File: config.mk
export PLATFORM = sky130hd
export DESIGN_NAME = can_rx_frame_assembler
export DESIGN_NICKNAME = d
export VERILOG_FILES = /design/src/rtl/can_pkg.sv /design/src/rtl/can_frame_fifo.sv /design/src/rtl/can_rx_frame_assembler.sv
export SDC_FILE = /design/constraint.sdc
export NUM_CORES = 1
export LEC_CHECK = 0
export CAP_MARGIN = 20
export CORE_UTILIZATION = 61
export CTS_BUF_LIST = sky130_fd_sc_hd__clkbuf_8
export DETAILED_ROUTE_END_ITERATION = 8
export GPL_ROUTABILITY_DRIVEN = 1
export PLACE_DENSITY = 0.92
export SLEW_MARGIN = 20
export SYNTH_ARGS = -nofsm -noshare
export SYNTH_HDL_FRONTEND = slang
export SYNTH_HIERARCHICAL = 1
export SYNTH_SLANG_ARGS = --single-unit
File: constraint.sdc
create_clock -name clk -period 15.4 [get_ports clk]
set_clock_uncertainty 0.2 [all_clocks]
set_input_delay 3.08 -clock clk [delete_from_list [all_inputs] [get_ports clk]]
set_output_delay 3.08 -clock clk [all_outputs]
set_load 0.05 [all_outputs]
File: src/rtl/can_pkg.sv
// Shared CAN frame types and sizes, used by both the receive and transmit paths.
package can_pkg;

    localparam int unsigned CAN_ID_W    = 29;
    localparam int unsigned CAN_MAX_LEN = 8;
    localparam int unsigned CAN_DATA_W  = 8 * CAN_MAX_LEN;
    localparam int unsigned CAN_LEN_W   = 4;

    typedef struct packed {
        logic [CAN_ID_W-1:0]   id;
        logic                  ide;
        logic [CAN_LEN_W-1:0]  len;
        logic [CAN_DATA_W-1:0] data;
        logic                  trunc;
    } can_frame_t;

endpackage

File: src/rtl/can_frame_fifo.sv
// Frame FIFO of can_frame_t. The head is read combinationally.
// A push while full is still accepted when a pop happens in the same cycle.
module can_frame_fifo
    import can_pkg::*;
#(
    parameter int unsigned DEPTH = 4,
    parameter int unsigned AW    = 2
) (
    input  logic       clk,
    input  logic       rst,
    input  logic       push,
    input  can_frame_t din,
    output logic       accept,
    input  logic       pop,
    output can_frame_t dout,
    output logic       empty
);

    logic [AW:0] r_wptr;
    logic [AW:0] r_rptr;
    can_frame_t  r_mem [DEPTH];

    logic w_full;
    logic w_empty;
    logic w_pop;
    logic w_push;

    // The MSB of each pointer tells full apart from empty.
    assign w_full  = (r_wptr == {~r_rptr[AW], r_rptr[AW-1:0]});
    assign w_empty = (r_wptr == r_rptr);
    assign w_pop   = pop & ~w_empty;
    assign w_push  = push & (~w_full | w_pop);

    assign accept = w_push;
    assign empty  = w_empty;
    assign dout   = r_mem[r_rptr[AW-1:0]];

    always_ff @(posedge clk or posedge rst) begin
        if (rst) begin
            r_wptr <= '0;
            r_rptr <= '0;
            for (int i = 0; i < int'(DEPTH); i++) begin
                r_mem[i] <= '0;
            end
        end else begin
            if (w_push) begin
                r_mem[r_wptr[AW-1:0]] <= din;
                r_wptr                <= r_wptr + (AW+1)'(1);
            end
            if (w_pop) begin
                r_rptr <= r_rptr + (AW+1)'(1);
            end
        end
    end

endmodule

File: src/rtl/can_rx_frame_assembler.sv
// Packs the CAN receive byte stream into whole frames and queues them
// for the host reader. Frames that arrive while the queue is full are dropped and counted.
module can_rx_frame_assembler
    import can_pkg::*;
#(
    parameter int unsigned DEPTH  = 4,
    parameter int unsigned AW     = 2,
    parameter int unsigned DROP_W = 16
) (
    input  logic                  clk,
    input  logic                  rst,
    input  logic                  rx_valid,
    input  logic                  rx_last,
    input  logic [7:0]            rx_data,
    input  logic [CAN_ID_W-1:0]   rx_id,
    input  logic                  rx_ide,
    output logic                  frm_valid,
    input  logic                  frm_ready,
    output logic [CAN_ID_W-1:0]   frm_id,
    output logic                  frm_ide,
    output logic [CAN_LEN_W-1:0]  frm_len,
    output logic [CAN_DATA_W-1:0] frm_data,
    output logic                  frm_trunc,
    output logic [DROP_W-1:0]     drop_cnt,
    output logic                  overflow
);

    logic [CAN_DATA_W-1:0] r_asm_data;
    logic [CAN_LEN_W-1:0]  r_asm_cnt;
    logic                  r_asm_trunc;
    logic                  r_overflow;
    logic [DROP_W-1:0]     r_drop_cnt;

    logic                  w_cnt_full;
    logic                  w_complete;
    logic [CAN_DATA_W-1:0] w_shift_data;
    can_frame_t            w_frame;
    can_frame_t            w_head;
    logic                  w_accept;
    logic                  w_empty;

    assign w_cnt_full   = (r_asm_cnt == CAN_LEN_W'(CAN_MAX_LEN));
    assign w_complete   = rx_valid & rx_last;
    assign w_shift_data = {r_asm_data[CAN_DATA_W-9:0], rx_data};

    // The closing byte is counted unless the frame is already at maximum length.
    always_comb begin
        w_frame       = '0;
        w_frame.id    = rx_id;
        w_frame.ide   = rx_ide;
        w_frame.len   = w_cnt_full ? CAN_LEN_W'(CAN_MAX_LEN) : r_asm_cnt + CAN_LEN_W'(1);
        w_frame.data  = w_cnt_full ? r_asm_data : w_shift_data;
        w_frame.trunc = r_asm_trunc | w_cnt_full;
    end

    can_frame_fifo #(
        .DEPTH (DEPTH),
        .AW    (AW)
    ) u_fifo (
        .clk    (clk),
        .rst    (rst),
        .push   (w_complete),
        .din    (w_frame),
        .accept (w_accept),
        .pop    (frm_ready),
        .dout   (w_head),
        .empty  (w_empty)
    );

    always_ff @(posedge clk or posedge rst) begin
        if (rst) begin
            r_asm_data  <= '0;
            r_asm_cnt   <= '0;
            r_asm_trunc <= 1'b0;
            r_overflow  <= 1'b0;
            r_drop_cnt  <= '0;
        end else begin
            r_overflow <= w_complete & ~w_accept;
            if (w_complete && !w_accept && (r_drop_cnt != '1)) begin
                r_drop_cnt <= r_drop_cnt + DROP_W'(1);
            end
            if (w_complete) begin
                r_asm_data  <= '0;
                r_asm_cnt   <= '0;
                r_asm_trunc <= 1'b0;
            end else if (rx_valid) begin
                if (w_cnt_full) begin
                    r_asm_trunc <= 1'b1;
                end else begin
                    r_asm_data <= w_shift_data;
                    r_asm_cnt  <= r_asm_cnt + CAN_LEN_W'(1);
                end
            end
        end
    end

    assign frm_valid = ~w_empty;
    assign frm_id    = w_head.id;
    assign frm_ide   = w_head.ide;
    assign frm_len   = w_head.len;
    assign frm_data  = w_head.data;
    assign frm_trunc = w_head.trunc;
    assign drop_cnt  = r_drop_cnt;
    assign overflow  = r_overflow;

endmodule

==> summary.txt, run 1 <==
STA
  • Hold Violations, Final: 0
  • Min setup slack post-route: 8.21 ns
  • Slew Viols, Final: 0
  • WHS: 0.284 ns
  • Minimum clock period: 7.19 ns
  • Period utilization: 46.7%
  • Final setup fails: 0
  • Slew HR: 32.0%
  • Max Freq: 139 MHz
  • Slew @ Worst Pin: 1.02 ns
  • Total Negative Setup Slacks: 0 ns
  • RSZ-0062 raised after global routing: false

Clocking
  • Clk pin slew, worst setup/hold paths: 0.06 ns
  • CTS H-tree depth: 3
  • Resized Gates After CTS: 0
  • Num Clock Sinks: 488
  • Clock root buffer: clkbuf_8
  • Clock buffer count from CTS: 78
  • Clk Latency, worst-skew pair: 0.64 ns
  • Cts-stage hold buffer count: 0
  • Setup Fix Bufs, Post-CTS: 0
  • CTS tree: built
  • CTS Buffer Depth: 3

Global route
  • Vias in the first global route: 14200
  • M2 GR Usage: 44.8%
  • GRT Resource Usage Total: 26.7%
  • Grt met1 use: 35.2%
  • First-pass GRT wire length: 75.3 mm
  • GR Util met3: 4.47%
  • Largest net degree at the start of global routing: 199
  • Initial antenna violation count: 0
  • Total gr overflow: 0
  • GRT busiest layer: met2

Pwr
  • Pwr per Cell Area: 203 nW/um^2
  • Clk pwr share: 22.1%
  • Switching Share: 37.0%
  • Combinational power share: 40.3%
  • Reg power frac: 37.5%
  • Pleak: 11.9 nW
  • Int Power: 0.00324 W
  • Maximum vdd ir drop: 0.193 mV
  • Psw: 0.00191 W

Worst setup path
  • CP delay by family, top: buffers and inverters
  • R2R setup slack: 11.35 ns
  • Crit path DAT: 3.91 ns
  • Crit path cell chain: buf_4 -> mux4_2 -> clkdlybuf4s50_1
  • CP max-delay cell: dfrtp_4
  • Crit path kind: reg2out
  • CP max FO: 57
  • Buf+Inv Stages, Crit Path: 2
  • CP Capture Type: output pin
  • CP max stage delay: 1.04 ns
  • Worst endpoint required time: 12.12 ns
  • Worst Setup Start Kind: flop

Synthesis
  • Post-synth ARST share: 100%
  • Mean post-synth cell area: 15.0 um^2
  • Synth Cell Area: 21700 um^2
  • Synthesis Warnings: 6
  • Synth Net Count: 1500
  • Post-synth top flop: dfrtp_1
  • Part of the Yosys area used for sequential elements: 56.1%
  • Top post-synthesis cells by area: dfrtp_1 56%, mux2_2 19%, mux4_2 10%
  • Flop and latch count out of synthesis: 488
  • Cell variety after synth: 45
  • Cells after Synth: 1449
  • Number of synthesized flops with an enable pin: 0
  • Synth top area share: 56.1%
  • Largest area contributor in the netlist: dfrtp_1

Detailed routing
  • Initial drt markers: 657
  • Vias/cell: 5.99
  • First-pass iteration count of the detailed router: 5
  • Routed wire length: 46.4 mm
  • Per-cell routed wire length: 21.7 um
  • Routed Antenna Nets: 0
  • Via count: 12800
  • DRC Markers: 0

Layout
  • Nets: 1672
  • Number of fill cells in the layout: 2089
  • Commonest non-fill, non-tap cells in the layout: 486 x dfrtp_1, 367 x mux2_2, 158 x clkdlybuf4s50_1
  • Layout cell share with drive strength beyond 1: 37.1%
  • Layout Utilization: 72.9%
  • Synth-to-Final Area Change: 16.6%
  • Commonest non-fill, non-tap cell in the layout: dfrtp_1
  • Layout Cell Area excl Fill: 25400 um^2
  • Antenna Cells: 0

Placement
  • Number of buffers added on ports: 159
  • Final HPWL DP: 27.9 mm
  • Post-place instance area: 23700 um^2
  • Dpl ws: 8.78 ns
  • RD Place Congestion: 0.779

Die
  • I/O pins: 160
  • Core Rows: 68
  • Die Ht: 191 um
  • Die Wd: 191 um
  • Die footprint: 36400 um^2
  • Starting Density: 62.5%
  • Core Footprint: 34800 um^2

Run
  • Max-Cap Viols: 0

Outcome
  • Status: finished, final reports clean

Hold path
  • Worst hold path type: reg2reg
## power groups by stage
stage / Sequential (W) / Clock, W / Combinational (W)
floorplan: 0.00185 / 0 / 0.00159
global placement: 0.00194 / 0 / 0.00200
detailed placement: 0.00197 / 0 / 0.00204
CTS: 0.00196 / 0.00117 / 0.00206
global route: 0.00198 / 0.00123 / 0.00217
finish: 0.00193 / 0.00114 / 0.00208
## registers in the layout, summed over array words and instances, names as in the netlist
| register | flops |
|---|---|
| u_fifo/r_rptr | 3 |
| u_fifo/r_wptr | 3 |
| u_fifo/r_mem | 396 |
| overflow | 1 |
| drop_cnt | 16 |
| r_asm_trunc | 1 |
| r_asm_data | 64 |
| r_asm_cnt | 4 |
## metal layers
layer	routed length (um)	vias up
met4	1030	0
met3	2220	73
li1	-	5574
met1	19300	6784
met5	0	-
met2	23800	340
## synthesized netlist by cell type (3+ instances only)
library cell	instances
mux2_1	40
o21ai_0	67
nand2_1	74
nor2_1	9
a21oi_1	3
buf_1	13
clkbuf_1	16
mux4_2	99
buf_2	48
and4_1	3
xnor2_1	17
mux2_2	367
and2_1	7
and3_1	3
ha_1	8
o41ai_4	4
inv_1	76
nand4_1	6
mux2i_1	56
buf_4	9
nand3_1	9
dfrtp_1	488
## kinds of logic after synthesis
family	count (synthesis)	synth area share (%)
mux	563	34.0
flops	488	56.1
buf+inv	162	3.23
simple gates	121	2.67
compound gates	85	2.54
xor+xnor	22	0.989
fa+ha+maj	8	0.460
## metrics by stage
step / power [W] / instances
floorplan: 0.00343 / 1449
global placement: 0.00394 / 1994
detailed placement: 0.00402 / 1994
CTS: 0.00518 / 2131
global route: 0.00538 / 2133
finish: 0.00515 / 2133
## worst reg2reg max path, stage by stage (launching register included)
cell	delay (ns)
dfrtp_4	1.04
xor2_2	0.39
o41ai_4	0.39
buf_4	0.52
buf_4	0.89
mux2_2	0.47
## worst paths after layout
path,start,end,depth (start not counted)
max in group asynchronous,rst,u_fifo/r_mem[14],4
max,u_fifo/r_rptr[1],frm_data[6],3
min in group asynchronous,rst,r_asm_data[27],2
min reg2reg,r_asm_trunc,r_asm_trunc,2
max reg2reg,u_fifo/r_rptr[1],u_fifo/r_mem[112],5
min,r_asm_trunc,r_asm_trunc,2
## final cells by class
cell class              instances  area, um^2  share of cell area, %
flip-flops and latches        488       12200                   48.2
multi-input cells             799        8850                   34.9
repair buffers                178        1780                   7.03
clock buffers                 105        1450                   5.70
well taps                     455         569                   2.25
inverters                      76         294                   1.16
clock inverters                32         193                  0.760
Power figures use the tool's default switching activity.
==> run 2, diff against run 1 <==
clock period = 7.5 ns   (was 15.4 ns; I/O delays follow)
==> run 2 against run 1 <==
Against the previous run:
- hold slack gained 0.0065 ns
- setup slack worse by 6.1 ns
- critical path depth is the same
- die area did not move
- register-to-register slack got worse by 7.5 ns
- first-iteration DRC count is 22% higher
- via count about the same
- critical endpoint is now frm_data[63]
==> summary.txt, run 2 (same netlist as run 1, synthesis figures left out) <==
Hold path
  • Worst hold path type: reg2reg (unchanged)

Detailed routing
  • Per-cell routed wire length: 22.1 um (was 21.7 um)
  • Via count: 12800 (about the same)
  • First-pass iteration count of the detailed router: 5 (unchanged)
  • Routed wire length: 47.1 mm (was 46.4 mm)
  • Initial drt markers: 801 (was 657)
  • DRC Markers: 0 (unchanged)
  • Routed Antenna Nets: 0 (unchanged)
  • Vias/cell: 5.99 (about the same)

STA
  • Slew Viols, Final: 0 (unchanged)
  • Period utilization: 71.6%
  • Minimum clock period: 5.37 ns
  • Max Freq: 186 MHz
  • Slew HR: 35.3% (was 32.0%)
  • Total Negative Setup Slacks: 0 ns (unchanged)
  • Slew @ Worst Pin: 0.970 ns (was 1.02 ns)
  • RSZ-0062 raised after global routing: false (unchanged)
  • Final setup fails: 0 (unchanged)
  • Hold Violations, Final: 0 (unchanged)

Placement
  • Number of buffers added on ports: 159 (unchanged)
  • RD Place Congestion: 0.748 (was 0.779)
  • Final HPWL DP: 28.5 mm (was 27.9 mm)

Pwr
  • Maximum vdd ir drop: 0.506 mV (was 0.193 mV)
  • Pleak: 11.9 nW (about the same)
  • Pwr per Cell Area: 413 nW/um^2 (was 203 nW/um^2)
  • Pwr Total: 0.0104 W (was 0.00515 W)

Clocking
  • Setup Fix Bufs, Post-CTS: 0 (unchanged)
  • Clock root buffer: clkbuf_8 (unchanged)
  • Clk Latency, worst-skew pair: 0.63 ns (was 0.64 ns)
  • Cts-stage hold buffer count: 0 (unchanged)
  • CTS H-tree depth: 3 (unchanged)
  • Resized Gates After CTS: 0 (unchanged)
  • CTS Buffer Depth: 3 (unchanged)
  • CTS tree: built (unchanged)
  • Num Clock Sinks: 488 (unchanged)
  • Clock buffer count from CTS: 79 (was 78)
  • Clk pin slew, worst setup/hold paths: 0.06 ns (about the same)

Worst setup path
  • CP max stage delay: 1.02 ns (was 1.04 ns)
  • CP max FO: 48 (was 57)
  • Worst Setup Start Kind: flop (unchanged)
  • CP delay by family, top: buffers and inverters (unchanged)
  • Crit path cell chain: buf_4 -> mux4_2 -> clkdlybuf4s50_1 (unchanged)
  • CP Capture Type: output pin (unchanged)
  • Crit path DAT: 3.67 ns (was 3.91 ns)
  • CP max-delay cell: dfrtp_4 (unchanged)
  • Crit path kind: reg2out (unchanged)
  • Worst endpoint required time: 5.80 ns (was 12.12 ns)
  • Buf+Inv Stages, Crit Path: 2 (unchanged)

Layout
  • Nets: 1674 (was 1672)
  • Largest register FFs: 396 (unchanged)
  • Most flops, register: u_fifo/r_mem (unchanged)
  • Commonest non-fill, non-tap cell in the layout: dfrtp_1 (unchanged)
  • Antenna Cells: 0 (unchanged)
  • Synth-to-Final Area Change: 15.9% (was 16.6%)
  • Layout cell share with drive strength beyond 1: 36.4% (was 37.1%)
  • Commonest non-fill, non-tap cells in the layout: 486 x dfrtp_1, 367 x mux2_2, 158 x clkdlybuf4s50_1 (unchanged)

Global route
  • Total gr overflow: 0 (unchanged)
  • Vias in the first global route: 14100 (was 14200)
  • First-pass GRT wire length: 76.0 mm (was 75.3 mm)
  • Largest net degree at the start of global routing: 176 (was 199)
  • GRT Resource Usage Total: 27.2% (was 26.7%)
  • Initial antenna violation count: 0 (unchanged)

Outcome
  • Status: finished, final reports clean (unchanged)

Die
  • Core Rows: 68 (unchanged)
  • Core Footprint: 34800 um^2 (unchanged)
  • I/O pins: 160 (unchanged)
  • Die Wd: 191 um (unchanged)
  • Starting Density: 62.5% (unchanged)
  • Die footprint: 36400 um^2 (unchanged)
  • Die Ht: 191 um (unchanged)

Run
  • Max-Cap Viols: 0 (unchanged)
[run 2: cell type report]
type | instances | area [um^2]
Sequential cell | 488 | 12200
Tap cell | 455 | 569
Timing Repair Buffer | 179 | 1770
Multi-Input combinational cell | 799 | 8850
Inverter | 76 | 290
Fill cell | 2097 | 9590
Clock inverter | 37 | 154
Clock buffer | 99 | 1360
[run 2: where the power goes]
group / internal (W) / total [W] / switching, W / leakage [nW]
Sequential: 0.00342 / 0.00399 / 0.000572 / 6.39
Combinational: 0.00191 / 0.00423 / 0.00232 / 4.60
Clock: 0.00118 / 0.00219 / 0.00101 / 0.895
Total: 0.00651 / 0.0104 / 0.00390 / 11.9
[run 2: worst register-to-register path: cells and delay by family, from the launching register on]
| family | cells | cell delay [ns] |
|---|---|---|
| xor+xnor | 1 | 0.38 |
| compound gates | 1 | 0.76 |
| mux | 1 | 0.29 |
| buf+inv | 1 | 0.09 |
| simple gates | 3 | 0.75 |
| flops | 1 | 1.02 |
[run 2: layer usage]
layer	global-route usage [%]	vias to the layer above	routed length [um]	share of wire (%)
met5	0	-	0	0
met4	8.95	0	1140	2.4
met3	5.13	85	2230	4.7
met2	45.6	349	24200	51
met1	35.8	6771	19600	41
li1	-	5577	-	-
[run 2: through the flow]
step	setup slack (ns)	hold WS (ns)	instances	util, %	area, um^2
global route	1.89	0.307	2133	72.5	25200
detailed placement	2.74	0.282	1997	68.1	23700
floorplan	0.386	0.254	1449	-	21800
finish	2.13	0.290	2133	72.5	25200
CTS	2.02	0.294	2133	72.4	25200
global placement	2.79	0.266	1997	68.1	23700
[run 2: final timing paths]
| kind | start | endpoint | slack (ns) | cells past startpoint |
|---|---|---|---|---|
| setup reg to reg | u_fifo/r_rptr[0] | drop_cnt[15] | 3.89 | 7 |
| setup / recovery | u_fifo/r_rptr[0] | frm_data[63] | 2.13 | 3 |
| hold / removal | u_fifo/r_mem[291] | u_fifo/r_mem[291] | 0.29 | 1 |
| hold reg to reg | u_fifo/r_mem[291] | u_fifo/r_mem[291] | 0.29 | 1 |
| min in group asynchronous | rst | r_asm_data[41] | 1.16 | 2 |
| max in group asynchronous | rst | u_fifo/r_rptr[0] | 4.59 | 3 |
==> run 3, diff against run 2 <==
clock period = 5.1 ns   (was 7.5 ns; I/O delays follow)
==> run 3 against run 2 <==
Against the previous run:
- utilization is 0.65 points higher
- routed wire length is 0.98% lower
- hold slack worse by 0.0019 ns
- design area is 0.89% higher
- sequential share of layout area is 0.43 points lower
- die area stayed put
- register-to-register slack worse by 2.1 ns
- power is 49% higher
- via count is 0.21% higher
- critical path type unchanged
- critical endpoint is now frm_data[44]
==> summary.txt, run 3 (same netlist as run 1, synthesis figures left out) <==
Worst setup path
  • FF-to-FF Start: u_fifo/r_rptr[1] (was u_fifo/r_rptr[0])
  • FF-to-FF End: drop_cnt[15] (unchanged)
  • Levels on crit path: 3 (unchanged)
  • Crit path DAT: 3.22 ns (was 3.67 ns)
  • CP delay by family, top: buffers and inverters (unchanged)
  • CP max-delay cell: dfrtp_4 (unchanged)
  • CP max stage delay: 0.78 ns (was 1.02 ns)
  • Crit path kind: reg2out (unchanged)
  • Crit path cell chain: buf_4 -> mux4_2 -> clkdlybuf4s50_1 (unchanged)
  • Worst setup startpoint: u_fifo/r_rptr[1] (was u_fifo/r_rptr[0])
  • CP Capture Type: output pin (unchanged)
  • CP max FO: 25 (was 48)
  • R2R setup slack: 1.84 ns (was 3.89 ns)
  • R2R depth: 7 (unchanged)
  • Worst endpoint required time: 3.88 ns (was 5.80 ns)
  • Worst Setup Start Kind: flop (unchanged)
  • CP Capture Point: frm_data[44] (was frm_data[63])
  • Buf+Inv Stages, Crit Path: 2 (unchanged)

Hold path
  • Min-Delay Path Depth: 1 (unchanged)
  • Worst hold path type: reg2reg (unchanged)

Global route
  • Initial antenna violation count: 2 (was 0)
  • Vias in the first global route: 13900 (was 14100)
  • First-pass GRT wire length: 75.4 mm (was 76.0 mm)
  • GRT Resource Usage Total: 26.8% (was 27.2%)
  • Largest net degree at the start of global routing: 147 (was 176)
  • Total gr overflow: 0 (unchanged)

Detailed routing
  • Routed wire length: 46.7 mm (was 47.1 mm)
  • First-pass iteration count of the detailed router: 5 (unchanged)
  • Vias/cell: 5.98 (was 5.99)
  • Initial drt markers: 801 (unchanged)
  • Per-cell routed wire length: 21.8 um (was 22.1 um)
  • DRC Markers: 0 (unchanged)
  • Routed Antenna Nets: 0 (unchanged)
  • Via count: 12800 (about the same)

Placement
  • Final HPWL DP: 28.3 mm (was 28.5 mm)
  • Number of buffers added on ports: 159 (unchanged)
  • RD Place Congestion: 0.791 (was 0.748)

Layout
  • Nets: 1676 (was 1674)
  • Number of fill cells in the layout: 2068 (was 2097)
  • Most flops, register: u_fifo/r_mem (unchanged)
  • Synth-to-Final Area Change: 17.0% (was 15.9%)
  • Commonest non-fill, non-tap cell in the layout: dfrtp_1 (unchanged)
  • Commonest non-fill, non-tap cells in the layout: 486 x dfrtp_1, 367 x mux2_2, 158 x clkdlybuf4s50_1 (unchanged)
  • Layout cell share with drive strength beyond 1: 37.0% (was 36.4%)
  • Largest register FFs: 396 (unchanged)

Die
  • Die footprint: 36400 um^2 (unchanged)
  • Starting Density: 62.5% (unchanged)
  • Core Footprint: 34800 um^2 (unchanged)
  • Die Wd: 191 um (unchanged)
  • I/O pins: 160 (unchanged)
  • Die Ht: 191 um (unchanged)
  • Core Rows: 68 (unchanged)

Pwr
  • Pleak: 12.0 nW (was 11.9 nW)
  • Pwr per Cell Area: 608 nW/um^2 (was 413 nW/um^2)
  • Maximum vdd ir drop: 0.616 mV (was 0.506 mV)
  • Pwr Total: 0.0155 W (was 0.0104 W)

Clocking
  • CTS Buffer Depth: 3 (unchanged)
  • Cts-stage hold buffer count: 0 (unchanged)
  • CTS H-tree depth: 3 (unchanged)
  • Setup Fix Bufs, Post-CTS: 0 (unchanged)
  • Num Clock Sinks: 488 (unchanged)
  • CTS tree: built (unchanged)
  • Clk Latency, worst-skew pair: 0.63 ns (about the same)
  • Resized Gates After CTS: 0 (unchanged)
  • Clk pin slew, worst setup/hold paths: 0.06 ns (about the same)
  • Clock buffer count from CTS: 80 (was 79)
  • Clock root buffer: clkbuf_8 (unchanged)

STA
  • Final setup fails: 0 (unchanged)
  • Period utilization: 87.0%
  • Slew Viols, Final: 0 (unchanged)
  • Max Freq: 225 MHz
  • Slew @ Worst Pin: 0.838 ns (was 0.970 ns)
  • Slew HR: 44.1% (was 35.3%)
  • Minimum clock period: 4.44 ns
  • WHS: 0.288 ns (was 0.290 ns)
  • RSZ-0062 raised after global routing: false (unchanged)
  • Hold Violations, Final: 0 (unchanged)

Run
  • Max-Cap Viols: 0 (unchanged)

Outcome
  • Status: finished, final reports clean (unchanged)
run 3: cell count changes in the layout (fill, tap and decap cells not counted), moves of 2 or more:
cell      before  now
diode_2        0    2
buf_12         2   11
buf_4         17    9
inv_1        106  101
clkinv_2       3    7
clkbuf_8      99  103
run 3: worst min-delay path by stage:
stage                                 start                end  slack (ns)
after floorplan                 r_asm_trunc        r_asm_trunc        0.25
after global placement    u_fifo/r_mem[290]  u_fifo/r_mem[290]        0.27
after detailed placement  u_fifo/r_mem[201]  u_fifo/r_mem[201]        0.28
after CTS                 u_fifo/r_mem[156]  u_fifo/r_mem[156]        0.29
after global routing      u_fifo/r_mem[160]  u_fifo/r_mem[160]        0.31
final                     u_fifo/r_mem[298]  u_fifo/r_mem[298]        0.29
run 3: area by class of cell:
type                            count  area, um^2  area share [%]
Sequential cell                   488       12200            48.0
Multi-Input combinational cell    799        8850            34.8
Timing Repair Buffer              180        1900            7.48
Clock buffer                      103        1420            5.57
Tap cell                          455         569            2.24
Inverter                           76         290            1.14
Clock inverter                     39         183           0.718
Antenna cell                        2        5.00          0.0197
run 3: routing by layer:
layer  global-route usage (%)  routed length (um)  vias up
li1                         -                   -     5599
met1                     35.9               19900     6808
met2                     44.5               23800      344
met3                     4.40                2040       58
met4                     9.48                 926        0
met5                        0                   0        -
run 3: worst register-to-register path, cell delays in order, from the launching register on:
cell and delay (ns):
dfrtp_4 0.78, xor2_2 0.31, o41ai_1 0.72, inv_1 0.10, nand3b_4 0.25, nor3_4 0.35
nand4_1 0.14, mux2_2 0.29
run 3: metrics by stage:
step           instances  instance area, um^2  worst slack, ns  util, %  TNS (ns)
2_1_floorplan       1449                21800            -1.53        -   -616.56
3_3_place_gp        1997                23800             1.23     68.4         0
3_5_place_dp        1997                23800             1.21     68.4         0
4_1_cts             2139                25400            0.572     73.0         0
5_1_grt             2141                25400            0.486     73.1         0
6_report            2142                25400            0.663     73.1         0
run 3: power breakdown:
part / switching [W] / internal [W] / total (W)
Sequential: 0.000750 / 0.00503 / 0.00578
Combinational: 0.00350 / 0.00285 / 0.00635
Clock: 0.00152 / 0.00181 / 0.00334
